[src/rtl/sprite_blitter.sv]
// 1-bpp sprite copier: scans one sprite ROM at a screen origin, one pixel per clock, into vga_adapter.
// Optional macro SPRITE_BLITTER_TRANSPARENT_EN: ROM bit 1 pixels are skipped so the sprite overlays the framebuffer.
module sprite_blitter #(
  parameter int SCREEN_W    = 160,
  parameter int SCREEN_H    = 120,
  parameter int X_W         = 8,
  parameter int Y_W         = 7,
  parameter int SPR_W       = 80,
  parameter int SPR_H       = 120,
  parameter int NUM_SPRITES = 3,
  parameter int SEL_W       = 2,
  parameter int ADDR_W      = 15,
  parameter int ROM_LATENCY = 1
) (
  input  logic              CLOCK_50,
  input  logic              reset_n,
  input  logic              start,
  input  logic [X_W-1:0]    x0,
  input  logic [Y_W-1:0]    y0,
  input  logic [SEL_W-1:0]  sprite_sel,
  input  logic [2:0]        fg_colour,
  input  logic [2:0]        bg_colour,
  output logic [ADDR_W-1:0] rom_addr,
  output logic [SEL_W-1:0]  rom_sel,
  input  logic              rom_q,
  output logic [X_W-1:0]    x,
  output logic [Y_W-1:0]    y,
  output logic [2:0]        colour,
  output logic              plot,
  output logic              busy,
  output logic              done
);

  localparam int unsigned LAT  = ROM_LATENCY;
  localparam int          RX_W = (SPR_W > 1) ? $clog2(SPR_W) : 1;
  localparam int          RY_W = (SPR_H > 1) ? $clog2(SPR_H) : 1;

  typedef enum logic [1:0] {S_IDLE, S_SCAN, S_DRAIN, S_DONE} state_t;

  state_t            r_state;
  logic [RX_W-1:0]   r_rx;
  logic [RY_W-1:0]   r_ry;
  logic [ADDR_W-1:0] r_row_base;
  logic [ADDR_W-1:0] r_rom_addr;
  logic [SEL_W-1:0]  r_sel;
  logic [X_W-1:0]    r_x0;
  logic [Y_W-1:0]    r_y0;
  logic [2:0]        r_fg;
  logic [2:0]        r_bg;
  logic [2:0]        r_drain_cnt;
  logic              r_busy;
  logic              r_done;

  logic [X_W-1:0]    r_px [LAT+1];
  logic [Y_W-1:0]    r_py [LAT+1];
  logic              r_pv [LAT+1];

  logic              w_last_col;
  logic              w_last_row;
  logic [X_W:0]      w_sx;
  logic [Y_W:0]      w_sy;
  logic              w_in;
  logic              w_sel_ok;
  logic              w_plot;

  assign w_last_col = (r_rx == RX_W'(SPR_W - 1));
  assign w_last_row = (r_ry == RY_W'(SPR_H - 1));
  // One extra bit so origins near the edge clip instead of wrapping onto the left/top.
  assign w_sx       = (X_W+1)'(r_x0) + (X_W+1)'(r_rx);
  assign w_sy       = (Y_W+1)'(r_y0) + (Y_W+1)'(r_ry);
  assign w_in       = (w_sx < (X_W+1)'(SCREEN_W)) && (w_sy < (Y_W+1)'(SCREEN_H));
  assign w_sel_ok   = (int'(sprite_sel) < NUM_SPRITES);

  always_ff @(posedge CLOCK_50 or negedge reset_n) begin
    if (!reset_n) begin
      r_state     <= S_IDLE;
      r_rx        <= '0;
      r_ry        <= '0;
      r_row_base  <= '0;
      r_rom_addr  <= '0;
      r_sel       <= '0;
      r_x0        <= '0;
      r_y0        <= '0;
      r_fg        <= '0;
      r_bg        <= '0;
      r_drain_cnt <= '0;
      r_busy      <= 1'b0;
      r_done      <= 1'b0;
    end else begin
      r_done <= 1'b0;
      case (r_state)
        S_IDLE: begin
          if (start) begin
            r_x0       <= x0;
            r_y0       <= y0;
            r_sel      <= w_sel_ok ? sprite_sel : '0;
            r_fg       <= fg_colour;
            r_bg       <= bg_colour;
            r_rx       <= '0;
            r_ry       <= '0;
            r_row_base <= '0;
            r_busy     <= 1'b1;
            r_state    <= S_SCAN;
          end
        end
        S_SCAN: begin
          // Row base accumulates SPR_W per row instead of multiplying ry*SPR_W.
          r_rom_addr <= r_row_base + ADDR_W'(r_rx);
          if (w_last_col) begin
            r_rx       <= '0;
            r_ry       <= r_ry + RY_W'(1);
            r_row_base <= r_row_base + ADDR_W'(SPR_W);
            if (w_last_row) begin
              r_drain_cnt <= '0;
              r_state     <= S_DRAIN;
            end
          end else begin
            r_rx <= r_rx + RX_W'(1);
          end
        end
        S_DRAIN: begin
          if (r_drain_cnt == 3'(ROM_LATENCY)) begin
            r_busy  <= 1'b0;
            r_done  <= 1'b1;
            r_state <= S_DONE;
          end else begin
            r_drain_cnt <= r_drain_cnt + 3'd1;
          end
        end
        S_DONE:  r_state <= S_IDLE;
        default: r_state <= S_IDLE;
      endcase
    end
  end

  // Stage 0 is loaded on the same edge as rom_addr; stage LAT lines up with rom_q.
  always_ff @(posedge CLOCK_50 or negedge reset_n) begin
    if (!reset_n) begin
      for (int unsigned i = 0; i <= LAT; i++) begin
        r_px[i] <= '0;
        r_py[i] <= '0;
        r_pv[i] <= 1'b0;
      end
    end else begin
      r_px[0] <= w_sx[X_W-1:0];
      r_py[0] <= w_sy[Y_W-1:0];
      r_pv[0] <= (r_state == S_SCAN) && w_in;
      for (int unsigned i = 1; i <= LAT; i++) begin
        r_px[i] <= r_px[i-1];
        r_py[i] <= r_py[i-1];
        r_pv[i] <= r_pv[i-1];
      end
    end
  end

`ifdef SPRITE_BLITTER_TRANSPARENT_EN
  assign w_plot = r_pv[LAT] && !rom_q;
`else
  assign w_plot = r_pv[LAT];
`endif

  assign x        = r_px[LAT];
  assign y        = r_py[LAT];
  assign plot     = w_plot;
  assign colour   = w_plot ? (rom_q ? r_bg : r_fg) : 3'b000;
  assign rom_addr = r_rom_addr;
  assign rom_sel  = r_sel;
  assign busy     = r_busy;
  assign done     = r_done;

endmodule
[config.mk]
export PLATFORM = sky130hd
export DESIGN_NAME = sprite_blitter
export DESIGN_NICKNAME = d
export VERILOG_FILES = /design/src/rtl/sprite_blitter.sv
export SDC_FILE = /design/constraint.sdc
export NUM_CORES = 1
export LEC_CHECK = 0
export BUFFER_PORTS_ARGS = -buffer_cell sky130_fd_sc_hd__clkbuf_2
export CAP_MARGIN = 20
export CORE_MARGIN = 1.5
export CORE_UTILIZATION = 54
export CTS_BUF_LIST = sky130_fd_sc_hd__clkbuf_2 sky130_fd_sc_hd__clkbuf_4 sky130_fd_sc_hd__clkbuf_8
export DETAILED_ROUTE_END_ITERATION = 12
export PLACE_DENSITY = 0.82
export RECOVER_POWER = 50
export SYNTH_ARGS = -nofsm -noshare
export SYNTH_HDL_FRONTEND = slang
export SYNTH_SLANG_ARGS = --single-unit
[constraint.sdc]
create_clock -name CLOCK_50 -period 2.2 [get_ports CLOCK_50]
set_input_delay 0.11 -clock CLOCK_50 [delete_from_list [all_inputs] [get_ports CLOCK_50]]
set_output_delay 0.11 -clock CLOCK_50 [all_outputs]
set_load 0.005 [all_outputs]
# Yosys cells after proc, flatten, opt, wreduce, memory -nomap -nowiden
# Index checks and enable logic that the tools add are counted.
# word_totals
output_inout_bits	38
n_memories	0
mem_bits_rw	0
input_bits	27
regBits	106
rom_bits	0
wordCells	77
latch_bits	0
# op_classes
n_shift	0
n_reduce_logical	12
n_lt_le_gt_ge	3
n_mul	0
n_div	0
addsub	7
n_eq_ne	11
mux	25
bitwise_logic	0
# op_table
cell	n
$mux W15	2
$pmux W15 S2	1
$pmux W7 S2	2
$mux W7	3
$add A15 B7 Y15	1
$add A15 B7 Y15 const B	1
$mux W3	5
$add A7 B1 Y7 const B	2
$eq A7 B7 Y1 const B	2
$mux W2	5
$ne A2 B2 Y1 const B	5
$add A8 B7 Y9	1
$lt A9 B8 Y1 const B	1
$add A7 B7 Y8	1
$lt A8 B7 Y1 const B	1
$pmux W2 S4	1
$reduce_and A4 Y1	2
$pmux W3 S2	1
$reduce_and A3 Y1	2
$reduce_bool A2 Y1	3
$eq A2 B2 Y1 const B	2
$mux W1	4
$reduce_and A2 Y1	2
$add A3 B1 Y3 const B	1
other kinds (6)	7

# Depth between registers and ports, before layout
# Gate-level depths: netlist (run 1).
# depth
ltp_word	4
depth_mapped	9
ltp_nobuf	9

# Worst setup path before layout (run 1)
# No wires, ideal clock.
# synth_path
path_kind	register to register
start	reg r_rx[0]
end	reg r_pv[1] (netlist bit)
setup_ps	95
path_buffers	0
required_time_ps	2105
arrival_ps	2017
synth_period_minus_slack_ps	2112
path_slack_ps	88
path_stages_with_launch	10
path_cell_list	dfrtp_1 -> ha_1 -> inv_1 -> fa_1 -> nor2b_1 -> o31a_1 -> or4_1 -> nand3_1 -> nand4b_1 -> nor4b_2
# synth_between
elab_chain_cells	4
# synth_lines
item	line_no	text
from (decl)	41	logic [RX_W-1:0] r_rx;
from (signal assigned)	118	r_rx <= r_rx + RX_W'(1);
$add A8 B7 Y9	69	assign w_sx = (X_W+1)'(r_x0) + (X_W+1)'(r_rx);
$lt A9 B8 Y1	71	assign w_in = (w_sx < (X_W+1)'(SCREEN_W)) && (w_sy < (Y_W+1)'(SCREEN_H));
$logic_and A1 B1 Y1	71	
$logic_and A1 B1 Y1	147	r_pv[0] <= (r_state == S_SCAN) && w_in;
to (signal, indexed assignment)	151	r_pv[i] <= r_pv[i-1];
to (decl)	56	logic r_pv [LAT+1];
# Every way passes these cells.
# A chain may end at the register's enable or synchronous reset.

# Final worst setup path (run 1)
# layout_path
start	reg r_rx[0]
end	reg r_pv[1] (netlist bit)
# layout_between
elab_chain_cells	4
# layout_lines
item	line_no	text
$add A8 B7 Y9	69	
net w_sx[6]	60	logic [X_W:0] w_sx;
$lt A9 B8 Y1	71	
$logic_and A1 B1 Y1	71	
$logic_and A1 B1 Y1	147	
# The timed path passes the listed nets, and every way through them passes these cells.

==> results_dict.tcl, run 1 <==
set metrics [dict create \
    antenna_found_initial 0 \
    synth_top_area_share_pct 53.0 \
    synth-seq-cells 102 \
    grt_pass1_vias 3296 \
    intPower_mw 4.57 \
    rsz0062_at_grt "true" \
    setup_tns_ps 0 \
    coreArea_um2 8680 \
    max_stage_delay_ps 470 \
    wl_per_cell_um 14.3 \
    slew_violations 0 \
    synth.net_count 479 \
    p_sw_share_pct 35.6 \
    yosys.area.top_type "dfrtp_1" \
    whs_ps 15.4 \
    irDropWorstVdd_uv 580 \
    crit_chain "ha_2 -> inv_2 -> fa_2 -> nor2b_2 -> o31a_1 -> or4b_1 -> nand3_1 -> o21ai_0 -> nor4b_2" \
    synth_ff_type "dfrtp_1" \
    drc 0 \
    drt_iter0_drc 144 \
    gr-total-overflow 0 \
    synthesis.area_um2 4820 \
    insertion_delay_ps 360 \
    start_util_pct 55.5 \
    startpoint_type "flip-flop" \
    hold_path.class "input pin to flip-flop" \
    switching_power_mw 2.53 \
    cts.clk_slew.worst_paths_ps 100 \
    slowest_stage "or4b_1" \
    grt_max_degree 54 \
    final_cells 619 \
    nNetsFinal 561 \
    synth_seq_area_share_pct 53.0 \
    clock_sinks 102 \
    power_frac_seq_pct 43.9 \
    yosysUniqueCellTypes 50 \
    cap_violations 0 \
    cts_root_buffer "clkbuf_8" \
    place_congestion 0.769 \
    slew_headroom_pct 15.1 \
    numPortBuffers 64 \
    cts_tree "done" \
    diodes 0 \
    totalWireLength_mm 8.86 \
    rows 34 \
    reg2reg_setup_slack_ps 8 \
    dr.pass1.iters 4 \
    dp_hpwl_mm 6.17 \
    hold_viol 0 \
    post_cts_buffers 0 \
    arrival_ps 2440 \
    clk_path_buf_depth 2 \
    p_clk_share_pct 16.9 \
    synth-async-reset-ratio_pct 100 \
    dieArea_um2 9500 \
    htree_num_levels 3 \
    ios 65 \
    fmax_ghz 0.456 \
    die_x_um 97.5 \
    status "complete, no violations" \
    grt_pass1_wl_mm 15.1 \
    vias 3276 \
    synthCells 424 \
    leakagePower_nw 2.70 \
    drive_gt1_share_pct 25.4 \
    period_needed_ps 2190 \
    skew_ps 7.76 \
    cts_made_buffers 9 \
    ant_nets 0 \
    ys_warn_count 0 \
    end_kind "flip-flop" \
    pwr-share-comb_pct 39.2 \
    syn_area_per_cell_um2 11.4 \
    grt_usage_pct 19.5 \
    critPathMaxFanout 4 \
    setup_viol 0 \
    viasPerCell 5.29 \
    p_per_area_nw_per_um2 1250 \
    final_common_cell "dfrtp_1" \
    dp_cells 580 \
    die_y_um 97.5 \
    mostFrequentLayoutCells "dfrtp_1, clkbuf_2, nor2_1" \
    synth_edf_count 0 \
    synth.area.top_cells "dfrtp_1, mux2_2, ha_1" \
    synthToLayoutAreaGrowth_pct 17.5 \
    path_class "flip-flop to flip-flop" \
    timing.final.crit_share_pct 99.6 \
    critPathRequiredTime_ps 2450 \
    worst_slew_pin_slew_ps 1270 \
]
## timing repair
action | 4_1_cts | 5_1_grt
gates resized for setup | 2 | 6
endpoints found under the setup margin | 5 | 2
hold endpoints to repair | 97 | 0
pin swaps | 1 | 0
hold buffers | 23 | 0
## synth_stat cells, types with 6 or more instances
master	n
nor2_1	45
a21oi_1	19
xnor2_1	21
ha_1	26
mux2_2	32
dfrtp_1	102
nand3_1	13
o21ai_0	15
inv_1	18
buf_4	15
nand2_1	27
nor2b_1	6
nand2b_1	6
xor2_1	17
## power by group through the flow
stage	Combinational (mW)	Clock, mW	Sequential, mW
2_1_floorplan	2.07	0	3.03
3_3_place_gp	2.57	0	3.10
3_5_place_dp	2.69	0	3.15
4_1_cts	2.78	1.24	3.11
5_1_grt	3.13	1.31	3.22
6_report	2.78	1.20	3.12
## logic make-up (layout without fill, tap and decap cells)
| logic type | after synthesis | after routing | synth area share (%) |
|---|---|---|---|
| adder cells (fa/ha/maj) | 28 | 28 | 7.58 |
| buffers and inverters | 43 | 130 | 4.59 |
| multiplexers | 37 | 37 | 8.52 |
| flip-flops | 102 | 102 | 53.0 |
| AO/OA/AOI/OAI | 53 | 53 | 6.85 |
| XOR/XNOR | 38 | 38 | 6.91 |
| AND/OR/NAND/NOR | 123 | 123 | 12.6 |
## path summary, 6_finish.rpt
path | start | depth (start not counted) | endpoint
max | r_rx[0] | 9 | r_pv[1]
min | sprite_sel[1] | 3 | rom_sel[1]
max reg2reg | r_rx[0] | 9 | r_pv[1]
min reg2reg | r_py[10] | 0 | y[3]
max in group asynchronous | reset_n | 3 | r_row_base[4]
min in group asynchronous | reset_n | 2 | y[2]
## flip-flops by register name (all words and copies together), names as in the netlist, 2 cells and up
register,cells
r_bg,3
r_drain_cnt,3
r_fg,3
r_px,8
r_py,7
r_row_base,11
r_rx,7
r_ry,7
r_state,2
r_x0,8
r_y0,7
rom_addr,15
rom_sel,2
x,8
y,7
## cell type report
type / count / area [µm²]
repair buffers: 96 / 623
flip-flops and latches: 102 / 2550
multi-input cells: 279 / 2080
clock buffers: 9 / 124
inverters: 18 / 67.6
fillers: 646 / 3020
well taps: 108 / 135
clock inverters: 7 / 80.1
## per-stage QoR
step | utilization [%] | area [µm²] | setup WS [ps] | power, mW
final | 65.2 | 5660 | 8.00 | 7.10
after global routing | 65.2 | 5660 | -78.7 | 7.66
after CTS | 65.1 | 5650 | -6.18 | 7.13
after detailed placement | 60.0 | 5200 | -24.7 | 5.84
after global placement | 60.0 | 5200 | 61.0 | 5.67
after floorplan | - | 4820 | 87.8 | 5.10
## layer usage
metal  vias to the layer above  GRT usage (%)  wire length [µm]
met5                         -              0                 0
met3                        18           3.02               295
met2                        68           34.5              4500
met1                      1600           24.2              3880
met4                         0           7.36               176
li1                       1590              -                 -
## critical path: cells and delay by family (launching register included)
family / cells / cell delay, ps
compound gates: 2 / 380
fa+ha+maj: 2 / 420
buf+inv: 1 / 50
flops: 1 / 420
simple gates: 4 / 800
Power figures use the tool's default switching activity.
==> inputs of run 2 (changes only) <==
- HOLD_SLACK_MARGIN: unset -> 0.08
==> results_dict.tcl, run 2 (same netlist as run 1, synthesis figures left out) <==
set metrics [dict create \
    hold_end "busy" \
    clk_path_buf_depth 2 \
    dieArea_um2 9500 \
    insertion_delay_ps 360 \
    totalWireLength_mm 8.90 \
    startpoint_type "flip-flop" \
    cap_violations 0 \
    p_per_area_nw_per_um2 1250 \
    vias 3300 \
    skew_ps 7.55 \
    critPathRequiredTime_ps 2450 \
    r2r_cells 9 \
    cts_made_buffers 9 \
    arrival_ps 2440 \
    htree_num_levels 3 \
    antenna_found_initial 0 \
    ios 65 \
    grt_usage_pct 19.6 \
    hold_viol 0 \
    r2r-start "r_rx[0]" \
    irDropWorstVdd_uv 580 \
    cts.clk_slew.worst_paths_ps 90 \
    viasPerCell 5.31 \
    diodes 0 \
    reg2reg_setup_slack_ps 10 \
    die_x_um 97.5 \
    leakagePower_nw 2.71 \
    end_kind "flip-flop" \
    cts_root_buffer "clkbuf_8" \
    wl_per_cell_um 14.3 \
    drt_iter0_drc 138 \
    coreArea_um2 8680 \
    setup_viol 0 \
    grt_pass1_vias 3311 \
    rows 34 \
    worst_slew_pin_slew_ps 1270 \
    slew_violations 0 \
    fin_util_pct 65.5 \
    cts_tree "done" \
    hold_path_depth 3 \
    start_util_pct 55.5 \
    critPathMaxFanout 4 \
    rsz0062_at_grt "true" \
    finalWorstSetupSlack_ps 12.7 \
    pre_cts_ws_ps -24.7 \
    grt_max_degree 54 \
    final_common_cell "dfrtp_1" \
    fmax_ghz 0.457 \
    gr-total-overflow 0 \
    nNetsFinal 563 \
    dp_hpwl_mm 6.17 \
    numPortBuffers 64 \
    clock_sinks 102 \
    synthToLayoutAreaGrowth_pct 17.9 \
    status "complete, no violations" \
    timing.final.crit_share_pct 99.4 \
    ant_nets 0 \
    hold_path.class "input pin to flip-flop" \
    slew_headroom_pct 15.1 \
    grt_pass1_wl_mm 15.1 \
    drc 0 \
    fill_cells 643 \
    dr.pass1.iters 4 \
    die_y_um 97.5 \
    path_class "flip-flop to flip-flop" \
    largest_reg_flops 15 \
    place_congestion 0.769 \
    drive_gt1_share_pct 25.3 \
    mostFrequentLayoutCells "dfrtp_1, clkbuf_2, nor2_1" \
    r2r_end "r_pv[1]" \
    period_needed_ps 2190 \
    min-delay-start "start" \
]
==> run 2: area by class of cell <==
class                   instances  area, µm²  area share (%)
inverters                      18       67.6            1.19
repair buffers                 98        643            11.3
well taps                     108        135            2.38
clock buffers                   9        124            2.18
flip-flops and latches        102       2550            44.9
clock inverters                 7       80.1            1.41
multi-input cells             279       2080            36.6
==> run 2: metal layers <==
| metal | GRT usage (%) | vias to the layer above | wire length (µm) |
|---|---|---|---|
| met2 | 34.7 | 80 | 4550 |
| met4 | 7.47 | 0 | 140 |
| met5 | 0 | - | 0 |
| li1 | - | 1598 | - |
| met3 | 3.02 | 15 | 374 |
| met1 | 24.2 | 1607 | 3840 |
==> run 2: critical path, stage by stage, from the launching register on <==
cell	delay, ps
dfrtp_1	420
ha_2	210
inv_2	50
fa_2	210
nor2b_2	50
o31a_1	280
or4b_1	470
nand3_1	110
o21ai_0	100
nor4b_2	170
==> run 2: per-stage QoR <==
step                TNS, ps  hold slack [ps]  area [µm²]  total power [mW]  instances
floorplan                 0             -186        4820              5.10        424
global placement          0             28.0        5200              5.67        580
detailed placement    -54.0             27.4        5200              5.84        580
CTS                   -6.18              146        5670              7.13        621
global route          -98.2              176        5680              7.66        621
finish                    0              147        5680              7.11        621
==> run 2: worst max path at each step <==
stage	startpoint	to	slack, ps	depth (start not counted)
2_1_floorplan	r_rx[0]	r_pv[1]	90	9
3_3_place_gp	r_rx[0]	r_pv[1]	60	9
3_5_place_dp	r_state[0]	r_row_base[13]	-20	8
4_1_cts	r_rx[0]	r_pv[1]	-6	9
5_1_grt	r_rx[0]	r_pv[1]	-80	9
6_report	r_rx[0]	r_pv[1]	10	9
==> run 2: repair_timing <==
action,CTS,global route
resized for setup,2,6
buffers inserted,0,0
pin swaps,1,0
endpoints found under the hold margin,125,0
hold buffers,25,0
endpoints found under the setup margin,5,2
==> run 2: power by group <==
part	total [mW]	internal, mW	switching (mW)	leakage [nW]
registers	3.12	2.67	0.451	1.26
clock network	1.20	0.542	0.657	0.102
logic	2.79	1.37	1.42	1.35
total	7.11	4.58	2.53	2.71
